--- config.mk ---
export PLATFORM = sky130hd
export DESIGN_NAME = ot_receiver
export DESIGN_NICKNAME = d
export VERILOG_FILES = /design/src/rtl/ot_receiver.sv
export SDC_FILE = /design/constraint.sdc
export NUM_CORES = 1
export LEC_CHECK = 0
export BUFFER_PORTS_ARGS = -buffer_cell sky130_fd_sc_hd__buf_2
export CORE_UTILIZATION = 55
export CTS_BUF_LIST = sky130_fd_sc_hd__clkbuf_8
export CTS_CLUSTER_DIAMETER = 50
export CTS_CLUSTER_SIZE = 40
export DETAILED_ROUTE_END_ITERATION = 7
export PLACE_DENSITY = 0.73
export SYNTH_ARGS = -nofsm -noshare
export SYNTH_HDL_FRONTEND = slang
export SYNTH_SLANG_ARGS = --single-unit
--- constraint.sdc ---
create_clock -name clk_50m -period 2.4 [get_ports clk_50m]
set_input_delay 0.24 -clock clk_50m [delete_from_list [all_inputs] [get_ports clk_50m]]
set_output_delay 0.24 -clock clk_50m [all_outputs]
set_load 0.03 [all_outputs]
--- src/rtl/ot_receiver.sv ---
// ot_receiver: 8N1 UART receiver, 16x oversampled through a shared clock enable.
// Optional feature: define RX_GLITCH_FILTER_EN to add a majority-of-3 filter on the
// synchronised line so that single-sample pulses cannot start a frame.
//
// state | meaning
// ------+--------------------------------------------------------------
// IDLE  | line idle, waiting for a low sample (start edge)
// START | counting to mid start bit, confirming it is still low
// DATA  | sampling DATA_BITS data bits at mid-bit, LSB first
// STOP  | sampling the stop bit; high = good frame, low = framing error
module ot_receiver #(
  parameter int DATA_BITS = 8
) (
  input  logic                 clk_50m,
  input  logic                 rstn,
  input  logic                 clken,
  input  logic                 rx,
  input  logic                 rdy_clr,
  output logic [DATA_BITS-1:0] data_out,
  output logic                 rdy,
  output logic                 frame_err,
  output logic                 overrun,
  output logic                 rx_busy
);

  localparam int IDX_W = (DATA_BITS > 1) ? $clog2(DATA_BITS) : 1;
  localparam logic [IDX_W-1:0] LAST_IDX = IDX_W'(DATA_BITS - 1);

  typedef enum logic [1:0] {IDLE, START, DATA, STOP} state_t;

  state_t               state;
  logic [3:0]           cnt;
  logic [IDX_W-1:0]     bit_idx;
  logic [DATA_BITS-1:0] shift_q;
  logic                 rx_m;
  logic                 rx_s;
  logic                 rx_line;

  // Two-flop synchroniser; resets to the idle-high line level.
  always_ff @(posedge clk_50m or negedge rstn) begin
    if (!rstn) begin
      rx_m <= 1'b1;
      rx_s <= 1'b1;
    end else begin
      rx_m <= rx;
      rx_s <= rx_m;
    end
  end

`ifdef RX_GLITCH_FILTER_EN
  logic [2:0] filt_q;

  // Three-sample history on the oversampling enable; majority vote drops 1-sample pulses.
  always_ff @(posedge clk_50m or negedge rstn) begin
    if (!rstn) begin
      filt_q <= 3'b111;
    end else if (clken) begin
      filt_q <= {filt_q[1:0], rx_s};
    end
  end

  assign rx_line = (filt_q[0] & filt_q[1]) | (filt_q[0] & filt_q[2]) | (filt_q[1] & filt_q[2]);
`else
  assign rx_line = rx_s;
`endif

  assign rx_busy = (state != IDLE);

  // Frame FSM with registered word, ready, overrun and framing-error outputs.
  always_ff @(posedge clk_50m or negedge rstn) begin
    if (!rstn) begin
      state     <= IDLE;
      cnt       <= 4'd0;
      bit_idx   <= '0;
      shift_q   <= '0;
      data_out  <= '0;
      rdy       <= 1'b0;
      frame_err <= 1'b0;
      overrun   <= 1'b0;
    end else begin
      frame_err <= 1'b0;
      // A completing good frame below overrides this clear of rdy.
      if (rdy_clr) begin
        rdy     <= 1'b0;
        overrun <= 1'b0;
      end
      if (clken) begin
        case (state)
          IDLE: begin
            if (!rx_line) begin
              state <= START;
              cnt   <= 4'd0;
            end
          end
          START: begin
            if (cnt == 4'd7) begin
              cnt <= 4'd0;
              if (!rx_line) begin
                state   <= DATA;
                bit_idx <= '0;
              end else begin
                state <= IDLE;
              end
            end else begin
              cnt <= cnt + 4'd1;
            end
          end
          DATA: begin
            cnt <= cnt + 4'd1;
            if (cnt == 4'd15) begin
              // Shift in from the top so the first bit lands in bit 0 after DATA_BITS shifts.
              shift_q <= (shift_q >> 1) | (DATA_BITS'(rx_line) << (DATA_BITS - 1));
              if (bit_idx == LAST_IDX) begin
                state <= STOP;
                cnt   <= 4'd0;
              end else begin
                bit_idx <= bit_idx + IDX_W'(1);
              end
            end
          end
          STOP: begin
            if (cnt == 4'd15) begin
              state <= IDLE;
              cnt   <= 4'd0;
              if (rx_line) begin
                data_out <= shift_q;
                rdy      <= 1'b1;
                if (rdy && !rdy_clr) begin
                  overrun <= 1'b1;
                end
              end else begin
                frame_err <= 1'b1;
              end
            end else begin
              cnt <= cnt + 4'd1;
            end
          end
          default: begin
            state <= IDLE;
            cnt   <= 4'd0;
          end
        endcase
      end
    end
  end

endmodule

==> metrics.md, run 1 <==
| Metric | Value |
|---|---|
| Status | `finished with violations` |
| Failing checks | `negative hold slack` |
| Post-CTS Hold Fix Bufs | `0` |
| Number of warnings issued by yosys | `0` |
| Clock Tree Buf Depth | `2` |
| Mapped cell area | `1440 um2` |
| Syn_nets | `122` |
| Post-synth cell types | `40` |
| TNS Setup | `0 ns` |
| Row Count | `18` |
| Post-synth top cells | `dfrtp_1, mux2_2, nand2_1` |
| Setup Crit Path Kind | `reg2reg` |
| Total track usage | `20.2%` |
| Number of global-route vias before repair | `830` |
| Count of input and output buffers | `16` |
| CP required | `2.55 ns` |
| Critical-path cell list | `nor2b_2 -> and3_4 -> mux2_2` |
| Tightest Pin Transition | `0.645 ns` |
| Core area | `2480 um2` |
| Most Crowded Layer GR | `met2` |
| Htree depth | `2` |
| Post-CTS Resized | `0` |
| DRT Wirelength | `2530 um` |
| Max Fclk | `0.578 GHz` |
| Crit end category | `flop` |
| Synth async-reset ratio | `100%` |
| Post-synth top area share | `48.8%` |
| # IOs | `17` |
| DR pass1 iterations | `4` |
| Clock slew at reported path FFs | `0.06 ns` |
| Cell accounting for the most synthesized area | `dfrtp_1` |
| Root Buffer | `clkbuf_8` |
| Main synth FF type | `dfrtp_1` |
| Nets | `137` |
| Synth area leaders | `dfrtp_1, mux2_2, dfstp_2` |
| Total power | `1480 uW` |
| Initial core utilization | `57.9%` |
| Number of max-cap violations | `0` |
| Via count | `947` |
| Area delta synth->final | `10.4%` |
| CP Launch Type | `flop` |
| M3 GR Usage | `8.62%` |
| VDD IR max | `0.534 mV` |
| Post-synthesis sequential area ratio | `52.5%` |
| Global-route wire length before repair | `3900 um` |
| CTS buffer count | `5` |
| Met2 GRT Util | `32.3%` |
| Full die area | `2820 um2` |
| Count leader, synth | `dfrtp_1` |
| Initial antenna violation count | `0` |
| EDFF count, synth | `0` |
| Die Span Y | `53.1 um` |
| Worst hold slack | `-0.0123 ns` |
| HPWL Detailed | `1700 um` |
| Mapped Cells | `114` |
| Mean post-synth cell area | `12.6 um2` |
| 1st-iter DRT viols | `19` |
| Min Tclk post-route | `1.73 ns` |
| Slowest stage delay, CP | `0.60 ns` |
| Final GP Congestion | `0.740` |
| Final setup vio count | `0` |
| Worst skew pair latency | `0.27 ns` |
| Avg WL per Cell | `15.8 um` |
| Unrepaired setup endpoints after global routing | `no` |
| Fraction of layout cells with a size suffix above 1 | `36.9%` |
| Met1 global-route usage | `24.8%` |
| Clock sinks | `30` |
| Pwr Density | `933 nW/um2` |
| DP Worst Slack | `0.692 ns` |
| Crit path DAT | `1.88 ns` |
| Max_slew headroom | `57.0%` |
| Seq cells post-synth | `30` |
| Post-DR vias/cell | `5.92` |
| Worst Hold Class | `in2async` |
| Crit Path Max Fanout | `14` |
| TritonCTS clock tree | `built` |
| Final Max Tran Viols | `0` |
| Die width | `53.1 um` |
| Slowest CP cell | `dfrtp_1` |
| DRT antenna net count | `0` |
| Final Hold Vio Count | `26` |
| Overflow after GRT | `0` |
| Post-CTS Setup Bufs | `0` |
| # diodes | `0` |
| Largest net degree at the start of global routing | `31` |
| Clock Skew | `0.00474 ns` |
| Drc violations | `0` |
| Static leakage power | `0.000790 uW` |
| Worst setup margin | `0.670 ns` |
| Part of the cycle the worst path needs | `72.1%` |
## kinds of logic after synthesis
group	synth area share (%)
fa+ha+maj	2.62
flops	52.5
compound gates	11.6
buf+inv	5.41
simple gates	13.3
mux	14.6
## flip-flops by register name (all words and copies together), names as in the netlist, named ones only
name	count
bit_idx	3
cnt	4
data_out	8
frame_err	1
overrun	1
rdy	1
rx_line	1
rx_m	1
shift_q	8
state	1
## power by group
part	switching, uW	internal (uW)	leakage, uW
Combinational	187	179	0.000353
Clock	176	225	0.0000538
Sequential	137	574	0.000383
## cells in the final DEF (no fill, tap or decap), types with 2 or more instances in the layout
cell type / netlist / final
mux2_4: 2 / 2
ha_1: 3 / 3
nor2_1: 2 / 2
clkbuf_8: 0 / 6
o211ai_1: 2 / 2
a22o_1: 4 / 4
a31oi_1: 2 / 2
inv_1: 5 / 7
and3_1: 2 / 2
and3_4: 2 / 2
dfrtp_1: 28 / 28
a21oi_1: 3 / 3
nor2b_1: 4 / 4
o221ai_1: 2 / 2
dfstp_2: 2 / 2
buf_2: 2 / 16
nand2_1: 6 / 6
nand3_1: 3 / 3
mux2_2: 15 / 15
o22ai_1: 2 / 2
## layout make-up
type,instances,area [um2]
fillers,200,893
flip-flops and latches,30,753
multi-input cells,71,604
clock buffers,6,82.6
repair buffers,16,80.1
well taps,30,37.5
inverters,5,18.8
clock inverters,2,7.51
## final timing paths
path | slack [ns] | startpoint | endpoint | cells past startpoint
worst max-delay path | 0.67 | flop | shift_q[4] | 3
worst min-delay path | -0.01 | rstn | frame_err | 1
worst max register to register | 0.67 | flop | shift_q[4] | 3
worst min register to register | 0.36 | rx_m | rx_line | 0
max in group asynchronous | 1.99 | rstn | shift_q[0] | 1
min in group clk_50m | 0.07 | rx | rx_m | 1
## worst max-delay path: cells and delay by family (launching register included)
kind / cells / cell delay (ns)
AND/OR/NAND/NOR: 2 / 0.65
flip-flops: 1 / 0.60
multiplexers: 1 / 0.35
## per-layer routing
metal | vias up | wire length [um]
met3 | 7 | 92
li1 | 449 | -
met4 | 0 | 29
met5 | - | 0
met2 | 27 | 1200
met1 | 464 | 1200
## per-stage QoR
stage,util [%],cells,instance area (um2),hold slack [ns]
6_report,63.9,160,1580,-0.0123
5_1_grt,63.9,160,1580,0.0375
4_1_cts,63.9,160,1580,0.0149
3_5_place_dp,60.3,152,1490,0.308
3_3_place_gp,60.3,152,1490,0.289
2_1_floorplan,-,114,1440,-0.0556
Note: power is estimated with default switching activity, not from simulation.
==> run 2, diff against run 1 <==
--- a/config.mk
+++ b/config.mk
@@ -5,13 +5,14 @@
 export SDC_FILE = /design/constraint.sdc
 export NUM_CORES = 1
 export LEC_CHECK = 0
+export ABC_AREA = 1
 export BUFFER_PORTS_ARGS = -buffer_cell sky130_fd_sc_hd__buf_2
-export CORE_UTILIZATION = 55
+export CORE_UTILIZATION = 53
 export CTS_BUF_LIST = sky130_fd_sc_hd__clkbuf_8
 export CTS_CLUSTER_DIAMETER = 50
 export CTS_CLUSTER_SIZE = 40
 export DETAILED_ROUTE_END_ITERATION = 7
-export PLACE_DENSITY = 0.73
+export PLACE_DENSITY = 0.74
 export SYNTH_ARGS = -nofsm -noshare
 export SYNTH_HDL_FRONTEND = slang
 export SYNTH_SLANG_ARGS = --single-unit
==> constraint.sdc (replaced) <==
create_clock -name clk_50m -period 1.45 [get_ports clk_50m]
set_input_delay 0.145 -clock clk_50m [delete_from_list [all_inputs] [get_ports clk_50m]]
set_output_delay 0.145 -clock clk_50m [all_outputs]
set_load 0.03 [all_outputs]
==> run 2 against run 1 <==
The run now ends clean. Highest routed layer unchanged. Critical endpoint is now bit_idx[2]. Final area grew 11%. Count of clock-buffer cells in the layout is the same. Setup slack got worse by 0.61 ns. Via count increased by 12%. Synthesized area shrank 1.7%. Die area is 2.0% higher. Sequential share of layout area shrank 4.5 points. Sequential cell count did not move. Non-clock buffer count up 10.
==> metrics.md, run 2 <==
| Metric | Value |
|---|---|
| Status | `completed` |
| Count of input and output buffers | `16` |
| R2R cell count | `9` |
| DRT antenna net count | `0` |
| HPWL Detailed | `1660 um` |
| Row Count | `18` |
| Pwr Density | `1310 nW/um2` |
| Root Buffer | `clkbuf_8` |
| Post-DR vias/cell | `5.06` |
| Most Crowded Layer GR | `met2` |
| Via count | `1062` |
| Synth area leaders | `dfrtp_1, nand2_1, o21ai_2` |
| Post-synth cell types | `24` |
| Clock sinks | `30` |
| VDD IR max | `1.02 mV` |
| Hold EP | `rdy` |
| Max Fclk | `0.721 GHz` |
| RR Endpoint | `bit_idx[2]` |
| # diodes | `0` |
| Number of global-route vias before repair | `946` |
| Overflow after GRT | `0` |
| Number of max-cap violations | `0` |
| CP required | `1.66 ns` |
| DRT Wirelength | `2590 um` |
| Part of the cycle the worst path needs | `95.6%` |
| Final Hold Vio Count | `0` |
| Min Tclk post-route | `1.39 ns` |
| Most frequent cells in the layout | `nand2_1, dfrtp_1, inv_1, buf_2, o21ai_2` |
| Crit path DAT | `1.60 ns` |
| Mapped Cells | `148` |
| Seq cells post-synth | `30` |
| Slowest CP cell | `dfrtp_1` |
| Clock slew at reported path FFs | `0.06 ns` |
| Crit end category | `flop` |
| Die Span Y | `53.6 um` |
| Post-synthesis sequential area ratio | `53.4%` |
| Post-synth top area share | `49.6%` |
| Nets | `187` |
| Static leakage power | `0.000846 uW` |
| Clock Tree Buf Depth | `2` |
| Met1 global-route usage | `25.5%` |
| Worst Hold Path Cells | `2` |
| Global-route wire length before repair | `4040 um` |
| Number of warnings issued by yosys | `0` |
| Max_slew headroom | `56.6%` |
| Synth async-reset ratio | `100%` |
| Final Max Tran Viols | `0` |
| Min-delay src | `rdy_clr` |
| Fraction of layout cells with a size suffix above 1 | `40.0%` |
| CTS buffer count | `5` |
| Avg WL per Cell | `12.3 um` |
| M3 GR Usage | `5.93%` |
| TritonCTS clock tree | `built` |
| Mean post-synth cell area | `9.54 um2` |
| Largest regs | `data_out x8, shift_q x8, cnt x4` |
| 1st-iter DRT viols | `15` |
| CP Launch Type | `flop` |
| Main synth FF type | `dfrtp_1` |
| Final setup vio count | `0` |
| Largest net degree at the start of global routing | `31` |
| Met2 GRT Util | `31.9%` |
| Crit-path leading delay family | `simple AND/OR/NAND/NOR gates` |
| Drc violations | `0` |
| Post-Layout Inst Area | `1750 um2` |
| Crit path depth | `9` |
| Total track usage | `20.2%` |
| Mapped cell area | `1410 um2` |
| Reg2Reg Launch Point | `bit_idx[1]` |
| Slowest stage delay, CP | `0.39 ns` |
| Htree depth | `2` |
| Worst Hold Class | `in2reg` |
| Worst skew pair latency | `0.28 ns` |
| Full die area | `2870 um2` |
| TNS Setup | `0 ns` |
| EDFF count, synth | `0` |
| Count leader, synth | `nand2_1` |
| Final GP Congestion | `0.793` |
| Critical-path cell list | `ha_2 -> ha_2 -> inv_2 -> nand2_2 -> nand2_2 -> nand2_4 -> nor2_4 -> nand2_1 -> nand2_1` |
| Worst R2R Setup Slack | `0.06 ns` |
| DP Area | `1510 um2` |
| Die width | `53.6 um` |
| DR pass1 iterations | `4` |
| Setup Crit Path Kind | `reg2reg` |
| Core area | `2500 um2` |
| Syn_nets | `156` |
| Tightest Pin Transition | `0.651 ns` |
| Clock Skew | `0.00476 ns` |
| WP buf/inv | `1` |
| Area delta synth->final | `24.2%` |
| Initial antenna violation count | `0` |
| Cell accounting for the most synthesized area | `dfrtp_1` |
| Crit Path Max Fanout | `4` |
| Commonest non-fill, non-tap cell in the layout | `nand2_1` |
| # IOs | `17` |
| Initial core utilization | `56.5%` |
| Post-synth top cells | `nand2_1, dfrtp_1, inv_1` |
-- run 2: cell count changes in the layout (fill, tap and decap cells not counted), moves of 4 or more --
cell,before,now
a22o_1,4,0
buf_4,0,7
inv_1,7,21
mux2_2,15,0
nand2_1,6,36
nand2_2,0,6
nor2_4,0,4
nor2b_1,4,0
o21ai_1,0,5
o21ai_2,1,14
-- run 2: metal layers --
layer,routed length [um],vias to the layer above
li1,-,529
met1,1140,501
met2,1310,25
met3,87,7
met4,46,0
met5,0,-
-- run 2: how the worst max path moves through the flow --
stage / from / end / slack (ns)
6_report: bit_idx[1] / bit_idx[2] / 0.06
5_1_grt: bit_idx[1] / cnt[3] / -0.009
4_1_cts: flop / rx_busy / 0.008
3_5_place_dp: cnt[1] / bit_idx[0] / -0.02
3_3_place_gp: cnt[1] / overrun / 0.03
2_1_floorplan: cnt[0] / data_out[7] / 0.14
-- run 2: final cells by class --
cell class              count  area, um2
repair buffers             26        173
multi-input cells          93        611
well taps                  30       37.5
inverters                  23       86.3
flip-flops and latches     30        754
clock inverters             2       8.76
clock buffers               6       82.6
fillers                   193        747
-- run 2: cell families after synthesis --
family,count (synthesis),synth area share [%]
AND/OR/NAND/NOR,62,21.3
flip-flops,30,53.4
AO/OA/AOI/OAI,27,14.4
buffers and inverters,25,7.71
adder cells (fa/ha/maj),3,2.66
XOR/XNOR,1,0.621
-- run 2: per-stage QoR --
step           hold slack, ns  setup WS, ns  total power [uW]  utilization (%)  instances
2_1_floorplan          -0.151         0.135              1360                -        148
3_3_place_gp            0.203        0.0347              1480             60.6        193
3_5_place_dp            0.210       -0.0171              1490             60.6        193
4_1_cts                0.0650       0.00835              2180             67.7        210
5_1_grt                0.0749      -0.00911              2430             70.1        210
6_report               0.0702        0.0631              2300             70.1        210
-- run 2: power by group --
group / internal, uW / leakage, uW / switching, uW / total [uW]
combinational: 209 / 0.000387 / 426 / 635
clock: 375 / 0.0000524 / 288 / 663
sequential: 905 / 0.000407 / 97.8 / 1000
total: 1490 / 0.000846 / 812 / 2300
-- run 2: repair_timing --
action,CTS,global route
setup buffers,7,0
resized for setup,1,22
pin swaps,0,5
hold buffers,2,0
setup endpoints to repair,11,16
endpoints found under the hold margin,29,0
==> run 3, diff against run 2 <==
--- a/config.mk
+++ b/config.mk
@@ -5,14 +5,13 @@
 export SDC_FILE = /design/constraint.sdc
 export NUM_CORES = 1
 export LEC_CHECK = 0
-export ABC_AREA = 1
 export BUFFER_PORTS_ARGS = -buffer_cell sky130_fd_sc_hd__buf_2
 export CORE_UTILIZATION = 53
 export CTS_BUF_LIST = sky130_fd_sc_hd__clkbuf_8
 export CTS_CLUSTER_DIAMETER = 50
 export CTS_CLUSTER_SIZE = 40
 export DETAILED_ROUTE_END_ITERATION = 7
-export PLACE_DENSITY = 0.74
+export PLACE_DENSITY = 0.73
 export SYNTH_ARGS = -nofsm -noshare
 export SYNTH_HDL_FRONTEND = slang
 export SYNTH_SLANG_ARGS = --single-unit
==> run 3 against run 2 <==
The flow now finishes with violations (negative setup slack). Routed wire length rose by 13%. Count of clock-buffer cells in the layout shrank 1. Sequential cell count unchanged. First-iteration DRC count grew 93%. Hold slack got worse by 0.012 ns. Die area increased by 1.6%. Global-route usage up 1.8 points. Via count decreased by 0.85%. Sequential share of layout area decreased by 2.7 points. Setup slack worse by 0.072 ns. Non-clock buffer count up 11. Critical path type unchanged.
==> metrics.md, run 3 (synthesized netlist as in run 1, its figures left out) <==
| Metric | Value |
|---|---|
| Status | `finished with violations` |
| Failing checks | `negative setup slack` |
| Crit Path Max Fanout | `3` |
| Root Buffer | `clkbuf_8` |
| Worst Hold Path Cells | `2` |
| Worst Hold Class | `in2reg` |
| Global-route wire length before repair | `4330 um` |
| Die width | `54.0 um` |
| Clock Tree Buf Depth | `2` |
| Tightest Pin Transition | `0.665 ns` |
| Avg WL per Cell | `16.0 um` |
| WP buf/inv | `0` |
| Min-delay src | `rdy_clr` |
| Number of global-route vias before repair | `1008` |
| Drc violations | `0` |
| DRT antenna net count | `0` |
| Critical-path cell list | `ha_2 -> ha_4 -> or3b_4 -> nand2_2 -> o221ai_2` |
| Nets | `159` |
| Largest regs | `data_out x8, shift_q x8, cnt x4` |
| Sw frac | `32.1%` |
| Full die area | `2920 um2` |
| Core area | `2520 um2` |
| TritonCTS clock tree | `built` |
| Count of input and output buffers | `16` |
| Unrepaired setup endpoints after global routing | `yes` |
| Number of max-cap violations | `0` |
| Min Tclk post-route | `1.46 ns` |
| Htree depth | `2` |
| Crit end category | `flop` |
| DRT Wirelength | `2910 um` |
| Row Count | `18` |
| DR pass1 iterations | `4` |
| Worst setup margin | `-0.00897 ns` |
| Switch Pwr | `968 uW` |
| Final setup vio count | `10` |
| Commonest non-fill, non-tap cell in the layout | `dfrtp_1` |
| Sequential share of power | `36.4%` |
| Final Max Tran Viols | `0` |
| Die Span Y | `54.0 um` |
| Crit path depth | `5` |
| # diodes | `0` |
| Via count | `1053` |
| CTS buffer count | `5` |
| Initial antenna violation count | `0` |
| Reg2Reg Launch Point | `bit_idx[1]` |
| Largest net degree at the start of global routing | `31` |
| Slowest stage delay, CP | `0.42 ns` |
| Most frequent cells in the layout | `dfrtp_1, buf_4, buf_2, mux2_4, mux2_2` |
| Hold EP | `overrun` |
| Slowest CP cell | `or3b_4` |
| VDD IR max | `1.36 mV` |
| Pint | `2050 uW` |
| Overflow after GRT | `0` |
| Combinational fraction of design power | `36.6%` |
| RR Endpoint | `bit_idx[2]` |
| Post-DR vias/cell | `5.79` |
| DP Worst Slack | `-0.0435 ns` |
| Part of the cycle the worst path needs | `101%` |
| Initial core utilization | `56.9%` |
| Final Hold Vio Count | `0` |
| Fraction of layout cells with a size suffix above 1 | `53.3%` |
| Setup Crit Path Kind | `reg2reg` |
| # IOs | `17` |
| R2R cell count | `5` |
| Worst R2R Setup Slack | `-0.009 ns` |
| Max_slew headroom | `55.6%` |
| Worst skew pair latency | `0.28 ns` |
| Final GP Congestion | `0.762` |
| Post-Layout Inst Area | `1870 um2` |
| Max Fclk | `0.685 GHz` |
| Clock power share | `27.0%` |
| Pwr Density | `1610 nW/um2` |
| Crit-path leading delay family | `simple AND/OR/NAND/NOR gates` |
| CP Launch Type | `flop` |
| DP Area | `1660 um2` |
| 1st-iter DRT viols | `29` |
| HPWL Detailed | `1950 um` |
| Clock slew at reported path FFs | `0.06 ns` |
| Total track usage | `22.0%` |
| Static leakage power | `0.000916 uW` |
| Clock sinks | `30` |
| Area delta synth->final | `30.3%` |
| Crit path DAT | `1.61 ns` |
| Clock Skew | `0.00403 ns` |
| CP required | `1.60 ns` |
-- run 3: how the worst max path moves through the flow --
stage                      end  slack, ns  startpoint
finish              bit_idx[2]     -0.009  bit_idx[1]
global route        bit_idx[1]      -0.06  bit_idx[0]
CTS                 bit_idx[0]      -0.03  bit_idx[1]
detailed placement  bit_idx[2]      -0.04  bit_idx[0]
global placement    bit_idx[0]     -0.004  bit_idx[0]
floorplan           shift_q[0]      -0.08      cnt[0]
-- run 3: layout make-up --
| cell class | count | area, um2 |
|---|---|---|
| multi-input cells | 72 | 703 |
| clock inverters | 3 | 40.0 |
| fillers | 170 | 653 |
| repair buffers | 37 | 246 |
| clock buffers | 5 | 68.8 |
| flip-flops and latches | 30 | 754 |
| well taps | 30 | 37.5 |
| inverters | 5 | 18.8 |
-- run 3: timing repair --
action,CTS,global route
setup buffers,0,2
pin swaps,8,3
resized for setup,7,4
cloned,0,1
hold endpoints to repair,29,0
hold buffers,2,0
endpoints found under the setup margin,12,20
-- run 3: layer usage --
layer / global-route usage [%] / vias up / share of wire [%]
met5: 0 / - / 0
met4: 10.3 / 0 / 1.3
met3: 6.78 / 6 / 3.5
met2: 36.4 / 22 / 49
met1: 25.8 / 524 / 46
li1: - / 501 / -
-- run 3: power by group through the flow --
| stage | Combinational (uW) | Sequential (uW) | Clock, uW |
|---|---|---|---|
| after global routing | 1200 | 1110 | 874 |
| final | 1100 | 1100 | 814 |
| after CTS | 1020 | 1090 | 832 |
| after detailed placement | 956 | 1100 | 0 |
| after global placement | 920 | 1090 | 0 |
| after floorplan | 681 | 1040 | 0 |
-- run 3: through the flow --
| step | total power, uW | std cells | util (%) | hold slack (ns) | setup TNS (ns) |
|---|---|---|---|---|---|
| 2_1_floorplan | 1720 | 114 | - | -0.151 | -0.681 |
| 3_3_place_gp | 2010 | 169 | 65.6 | 0.203 | -0.00415 |
| 3_5_place_dp | 2060 | 169 | 65.6 | 0.211 | -0.0920 |
| 4_1_cts | 2940 | 179 | 72.4 | 0.0568 | -0.128 |
| 5_1_grt | 3180 | 182 | 74.1 | 0.0617 | -0.557 |
| 6_report | 3010 | 182 | 74.1 | 0.0579 | -0.0397 |
